## config.mk

```make
export PLATFORM = sky130hd
export DESIGN_NAME = inv_sub_bytes_unit
export DESIGN_NICKNAME = d
export VERILOG_FILES = /design/src/rtl/inv_sub_bytes_unit.sv
export SDC_FILE = /design/constraint.sdc
export NUM_CORES = 1
export LEC_CHECK = 0
export BUFFER_PORTS_ARGS = -buffer_cell sky130_fd_sc_hd__buf_4
export CAP_MARGIN = 20
export CORE_ASPECT_RATIO = 2
export CORE_MARGIN = 2
export CORE_UTILIZATION = 35
export DETAILED_ROUTE_END_ITERATION = 8
export PLACE_DENSITY = 0.54
export SLEW_MARGIN = 20
export SYNTH_ARGS = -nofsm -noshare
export SYNTH_HDL_FRONTEND = slang
export SYNTH_SLANG_ARGS = --single-unit
export TNS_END_PERCENT = 100
```

## constraint.sdc

```tcl
create_clock -name CLK -period 5.7 [get_ports CLK]
set_input_delay 0.57 -clock CLK [delete_from_list [all_inputs] [get_ports CLK]]
set_output_delay 0.57 -clock CLK [all_outputs]
set_load 0.01 [all_outputs]
```

## src/rtl/inv_sub_bytes_unit.sv

```systemverilog
// AES InvSubBytes stage: substitutes each byte of a NUM_BYTES-byte state through a registered
// inverse S-box ROM. Define INV_SUB_BYTES_2X_EN to use two ROMs and look up byte pairs per cycle.
module inv_sub_bytes_unit #(
    parameter int NUM_BYTES = 16
) (
    input  logic                   CLK,
    input  logic                   RST_N,
    input  logic                   in_valid,
    output logic                   in_ready,
    input  logic [8*NUM_BYTES-1:0] state_in,
    output logic                   out_valid,
    input  logic                   out_ready,
    output logic [8*NUM_BYTES-1:0] state_out,
    output logic [1:0]             fsm_state
);

    // Handshakes: a transfer happens on a rising edge where valid && ready are both high;
    // valid, once raised, holds its payload stable until that edge.

    localparam int W  = 8 * NUM_BYTES;
    localparam int IW = $clog2(NUM_BYTES);
`ifdef INV_SUB_BYTES_2X_EN
    localparam int LANES = 2;
`else
    localparam int LANES = 1;
`endif
    localparam int ISSUES = NUM_BYTES / LANES;
    localparam logic [IW-1:0] LAST_IDX = IW'(ISSUES - 1);

    localparam logic [2047:0] INV_SBOX = {
        128'h52096ad53036a538bf40a39e81f3d7fb, 128'h7ce339829b2fff87348e4344c4dee9cb,
        128'h547b9432a6c2233dee4c950b42fac34e, 128'h082ea16628d924b2765ba2496d8bd125,
        128'h72f8f66486689816d4a45ccc5d65b692, 128'h6c704850fdedb9da5e154657a78d9d84,
        128'h90d8ab008cbcd30af7e45805b8b34506, 128'hd02c1e8fca3f0f02c1afbd0301138a6b,
        128'h3a9111414f67dcea97f2cfcef0b4e673, 128'h96ac7422e7ad3585e2f937e81c75df6e,
        128'h47f11a711d29c5896fb7620eaa18be1b, 128'hfc563e4bc6d279209adbc0fe78cd5af4,
        128'h1fdda8338807c731b11210592780ec5f, 128'h60517fa919b54a0d2de57a9f93c99cef,
        128'ha0e03b4dae2af5b0c8ebbb3c83539961, 128'h172b047eba77d626e169146355210c7d
    };

    typedef enum logic [1:0] {
        IDLE = 2'd0,
        RUN  = 2'd1,
        DONE = 2'd2
    } state_t;

    state_t             state, state_next;
    logic [W-1:0]       in_buf;
    logic [IW-1:0]      idx;
    logic [IW-1:0]      wr_idx;
    logic               wr_pend;
    logic               drain;
    logic [8*LANES-1:0] rom_q;

    function automatic logic [7:0] inv_sbox(input logic [7:0] a);
        return INV_SBOX[2047 - 8*int'(a) -: 8];
    endfunction

    function automatic logic [7:0] get_byte(input logic [W-1:0] v, input int i);
        return v[8*(NUM_BYTES - i) - 1 -: 8];
    endfunction

    assign fsm_state = state;

    always_comb begin
        state_next = state;
        in_ready   = 1'b0;
        out_valid  = 1'b0;
        case (state)
            IDLE: begin
                in_ready = 1'b1;
                if (in_valid) state_next = RUN;
            end
            RUN: begin
                // drain is set once the last lookup is issued; this cycle writes it back
                if (drain) state_next = DONE;
            end
            DONE: begin
                out_valid = 1'b1;
                if (out_ready) state_next = IDLE;
            end
            default: state_next = IDLE;
        endcase
    end

    always_ff @(posedge CLK) begin
        if (!RST_N) begin
            state     <= IDLE;
            in_buf    <= '0;
            idx       <= '0;
            wr_idx    <= '0;
            wr_pend   <= 1'b0;
            drain     <= 1'b0;
            rom_q     <= '0;
            state_out <= '0;
        end else begin
            state <= state_next;
            if (state == IDLE && in_valid) begin
                in_buf  <= state_in;
                idx     <= '0;
                drain   <= 1'b0;
                wr_pend <= 1'b0;
            end
            if (state == RUN) begin
                // ROM output from the previous cycle lands in its result bytes
                if (wr_pend) begin
                    for (int b = 0; b < NUM_BYTES; b++) begin
                        for (int l = 0; l < LANES; l++) begin
                            if (b == LANES*int'(wr_idx) + l)
                                state_out[8*(NUM_BYTES - b) - 1 -: 8] <= rom_q[8*(LANES - l) - 1 -: 8];
                        end
                    end
                end
                if (!drain) begin
                    for (int l = 0; l < LANES; l++)
                        rom_q[8*(LANES - l) - 1 -: 8] <= inv_sbox(get_byte(in_buf, LANES*int'(idx) + l));
                    wr_idx  <= idx;
                    wr_pend <= 1'b1;
                    if (idx == LAST_IDX) drain <= 1'b1;
                    else                 idx   <= idx + 1'b1;
                end else begin
                    wr_pend <= 1'b0;
                end
            end
        end
    end

endmodule

```

Word level (Yosys, flattened, before mapping):

Index checks and enable logic that the tools add are counted.

* register bits: 276
* bits of input ports: 132
* word-level logic and storage cells: 90

* $add $sub $neg: 4
* equality and inequality tests: 21
* shifts and indexed selects: 2
* mux-type cells: 17
* bitwise logic cells: 1
* reduce and logical (&&, ||, !) cells: 22

Operator list (count)
* 2055-bit by 12-bit indexed part select with 8-bit output (first input constant): 1
* 135-bit by 10-bit indexed part select with 8-bit output: 1
* 3-bit AND reduction: 17
* 4-bit equality test (first input constant): 8
* 32-bit zero test: 1
* 3-bit by 4-bit equality test with 1-bit output (first input constant): 4
* 4-bit 2-to-1 mux: 4
* 11-bit by 11-bit subtractor with 12-bit output (first input constant): 1
* 9-bit by 2-bit subtractor with 10-bit output (second input constant): 1
* 1-bit 2-to-1 mux: 9
* 2-bit by 4-bit equality test with 1-bit output (first input constant): 2
* 2-bit 2-to-1 mux: 3
* 2-bit inequality test (second input constant): 3
* 2-bit one-hot mux with 3 select lines: 1
* 5-bit by 4-bit subtractor with 6-bit output (first input constant): 1
* 4-bit by 1-bit adder with 4-bit output (second input constant): 1
* 1-bit by 4-bit equality test with 1-bit output (first input constant): 1
* 4-bit equality test (second input constant): 1
* 2-bit by 1-bit equality test with 1-bit output (second input constant): 1
* 2-bit equality test (second input constant): 1
* 2-bit zero test: 1
* 2-bit AND reduction: 1
* 2-bit nonzero test: 1
* 1-bit logical AND: 1
* 1-bit inverter: 1

Logic depth before layout (Yosys ltp):

* depth after elaboration: 6
* mapped depth: 23

Worst setup path before layout:

Ideal clock, no wire load.

* path kind: reg2reg
* from: register idx[0]
* to: register rom_q[1]
* library setup time: 0.087 ns
* arrival time: 4.546 ns
* slack: 1.067 ns
* cell stages (with the launch flop): 20
* buffers on the path: 6
* clock period less this slack: 4.633 ns
* cells stage by stage: dfxtp_1 buf_2 inv_1 clkbuf_1 ha_1 xnor2_1 mux4_2 or2_2 and3_1 clkbuf_1 buf_2 ha_1 clkbuf_1 and2_1 clkbuf_1 o31a_1 o21ai_1 a2111oi_2 a311oi_1 o31ai_1

* cells in the longest elaborated chain, start to end: 5

RTL lines
* start, declared: line 49 `logic [IW-1:0] idx;`
* start signal, assigned: line 120 `else idx <= idx + 1'b1;`
* 5-bit by 4-bit subtractor with 6-bit output: line 60 `return v[8*(NUM_BYTES - i) - 1 -: 8];`
* 9-bit by 2-bit subtractor with 10-bit output: line 60
* 135-bit by 10-bit indexed part select with 8-bit output: line 60
* 11-bit by 11-bit subtractor with 12-bit output: line 56 `return INV_SBOX[2047 - 8*int'(a) -: 8];`
* 2055-bit by 12-bit indexed part select with 8-bit output: line 56
* end signal, assigned by index: line 116 `rom_q[8*(LANES - l) - 1 -: 8] <= inv_sbox(get_byte(in_buf, LANES*int'(idx) + l));`
* end, declared: line 53 `logic [8*LANES-1:0] rom_q;`

Every way passes these cells.
A chain may end at the register's enable or synchronous reset.

Final worst setup path:

* from: register idx[1]
* to: register rom_q[1]

Same word-level chain as after synthesis.

==> summary.md <==
| Metric | Value |
|---|---|
| Outcome | `finished, final reports clean` |
| Root Driver | `clkbuf_16` |
| Nets@finish | `2115` |
| Final period utilization | `89.4%` |
| Synth Flop Type | `dfxtp_1` |
| WL/cell | `24.6 um` |
| CP max-delay cell | `ha_2` |
| Worst setup EP type | `flop` |
| Pin count of the biggest net entering global routing | `111` |
| Clock skew | `0.0244 ns` |
| Most Frequent Cell on Critical Path | `o31ai_1` |
| Pwr Density | `280 nW/um^2` |
| Drt drc | `0` |
| Worst hold path type | `input port to flop` |
| Pre-CTS setup slack | `0.653 ns` |
| CP bufs+invs | `4` |
| Drt pass-1 iters | `6` |
| Final slew viol count | `0` |
| Fmax | `0.196 GHz` |
| CTS resizes | `0` |
| CTS Buf Count | `27` |
| Clk slew on worst S/H paths | `0.08 ns` |
| Final cell count without fillers | `2526` |
| IO buf count | `263` |
| Final wirelength | `62000 um` |
| Leak | `7.26 nW` |
| Synth cell types | `86` |
| DPL Wire Length | `44300 um` |
| Commonest non-fill, non-tap cell in the layout | `nand2_1` |
| IO Pins | `264` |
| Max stage delay on crit path | `0.74 ns` |
| RD Place Congestion | `1.00` |
| Syn avg cell area | `8.42 um^2` |
| Rel. slew slack | `26.5%` |
| Clock tree buffer depth | `3` |
| Post-route ant nets | `0` |
| Vias in the first global route | `14028` |
| Placed insts | `2477` |
| Minimum clock period after layout | `5.09 ns` |
| Synthesized instance count | `1775` |
| Seq/Total Area, Yosys | `37.0%` |
| Post-synthesis async set-or-reset flop share | `0%` |
| 1st-iter DRT viols | `1112` |
| FP Rows | `107` |
| Via Count | `14140` |
| Share of cells above drive strength 1 | `21.4%` |
| Syn Nets | `1929` |
| Area Overhead vs Synth | `22.0%` |
| Chip width | `150 um` |
| Maximum level of the CTS H-tree | `1` |
| Post-CTS Setup Bufs | `0` |
| First-pass GRT wire length | `91900 um` |
| Final hold viol count | `0` |
| Maximum net fanout on the critical path | `32` |
| Initial antenna violation count | `0` |
| Unrepaired setup endpoints after global routing | `false` |
| Tot Pwr | `5.11 mW` |
| Final setup viols | `0` |
| Die area | `44400 um^2` |
| CP Cell Sequence | `inv_1, ha_2, buf_4, mux4_2, mux2i_1, o211a_2, clkinv_2, buf_12, ha_1, o31ai_1, o21ai_0, or3_1, a311oi_1, o31ai_1` |
| Final core occ | `43.1%` |
| GRT overflow | `0` |
| Yosys warnings | `0` |
| # diodes | `0` |
| Worst-Skew Late Latency | `0.58 ns` |
| Die height | `296 um` |
| Worst setup SP type | `flop` |
| CP top delay family | `buffers and inverters` |
| Peak supply drop | `0.000241 V` |
| Core area | `42300 um^2` |
| GRT Overall Usage | `27.4%` |
| Max-Cap Viols | `0` |
| CP required | `6.16 ns` |
| Number of flops mapped to enable cells by yosys | `0` |
| Worst Path Arrival | `5.55 ns` |
| Clk sink count | `276` |
| CTS Hold Bufs | `0` |
| Slew at the pin closest to its max-slew limit | `1.10 ns` |
| Initial core utilization | `35.3%` |
| Synthesized area | `14900 um^2` |
| Final WS setup | `0.606 ns` |
| Setup TNS | `0 ns` |
| CTS tree | `done` |
| Synthesis-stage register bit count | `276` |
| Most frequent cells in the layout | `nand2_1 (368), buf_4 (317), dfxtp_1 (275)` |
| Critical path class | `flop to flop` |
| Number of vias per cell | `5.60` |
==> synth_stat cells (28+ instances only) <==
| cell type | instances | area share [%] |
|---|---|---|
| nor2_1 | 75 | 1.9 |
| dfxtp_1 | 276 | 37 |
| buf_2 | 41 | 1.4 |
| clkbuf_1 | 99 | 2.5 |
| nand3_1 | 40 | 1.3 |
| mux2i_1 | 148 | 9.9 |
| nor3_1 | 28 | 0.94 |
| nand2_1 | 369 | 9.3 |
| nor2b_1 | 139 | 5.8 |
| a21boi_0 | 136 | 6.8 |
| a21oi_1 | 39 | 1.3 |
| o21ai_0 | 50 | 1.7 |
==> kinds of logic after synthesis <==
family	count (synthesis)	share of synthesized area, %
mux	171	13.2
flops	276	37.0
simple gates	727	22.7
fa+ha+maj	22	1.84
buf+inv	173	5.28
compound gates	402	19.7
xor+xnor	4	0.285
==> worst reg2reg max path, stage by stage (launching register included) <==
cell and delay (ns):
dfxtp_1 0.52, inv_1 0.11, ha_2 0.74, buf_4 0.31
mux4_2 0.52, mux2i_1 0.19, o211a_2 0.25, clkinv_2 0.48
buf_12 0.39, ha_1 0.29, o31ai_1 0.27, o21ai_0 0.11
or3_1 0.34, a311oi_1 0.34, o31ai_1 0.12
==> layout make-up <==
| class | instances | area (um^2) |
|---|---|---|
| Sequential cell | 276 | 5530 |
| Fill cell | 4469 | 24100 |
| Inverter | 9 | 35.0 |
| Clock buffer | 38 | 787 |
| Timing Repair Buffer | 321 | 2450 |
| Multi-Input combinational cell | 1326 | 8670 |
| Clock inverter | 11 | 71.3 |
| Tap cell | 545 | 682 |
==> power breakdown <==
part / internal, mW / leakage, nW / switching [mW]
sequential: 2.00 / 2.25 / 0.103
clock: 0.965 / 0.425 / 0.815
combinational: 0.429 / 4.59 / 0.795
==> routing by layer <==
metal	GRT usage [%]	vias to the layer above	share of wire, %
met5	0	-	0
met4	12.7	0	5.3
met2	46.4	577	49
met1	34.5	6793	40
li1	-	6615	-
met3	3.32	155	5.8
==> state kept, by name, summed over array words and instances (netlist names) <==
name,flops
state_out,128
in_buf,128
wr_pend,1
rom_q,8
fsm_state,2
drain,1
idx,4
wr_idx,4
==> metrics by stage <==
| step | hold WS, ns | cell area, um^2 |
|---|---|---|
| CTS | 0.220 | 18200 |
| global route | 0.245 | 18200 |
| detailed placement | 0.455 | 17400 |
| floorplan | 0.439 | 14900 |
| global placement | 0.451 | 17400 |
| finish | 0.251 | 18200 |
==> path summary, 6_finish.rpt <==
check	start	end	slack [ns]	cells past startpoint
worst max-delay path	idx[1]	rom_q[1]	0.61	14
worst max register to register	idx[1]	rom_q[1]	0.61	14
worst min register to register	in_buf[43]	in_buf[43]	0.46	2
worst min-delay path	state_in[125]	in_buf[125]	0.25	3
(Power assumes the default switching activity.)
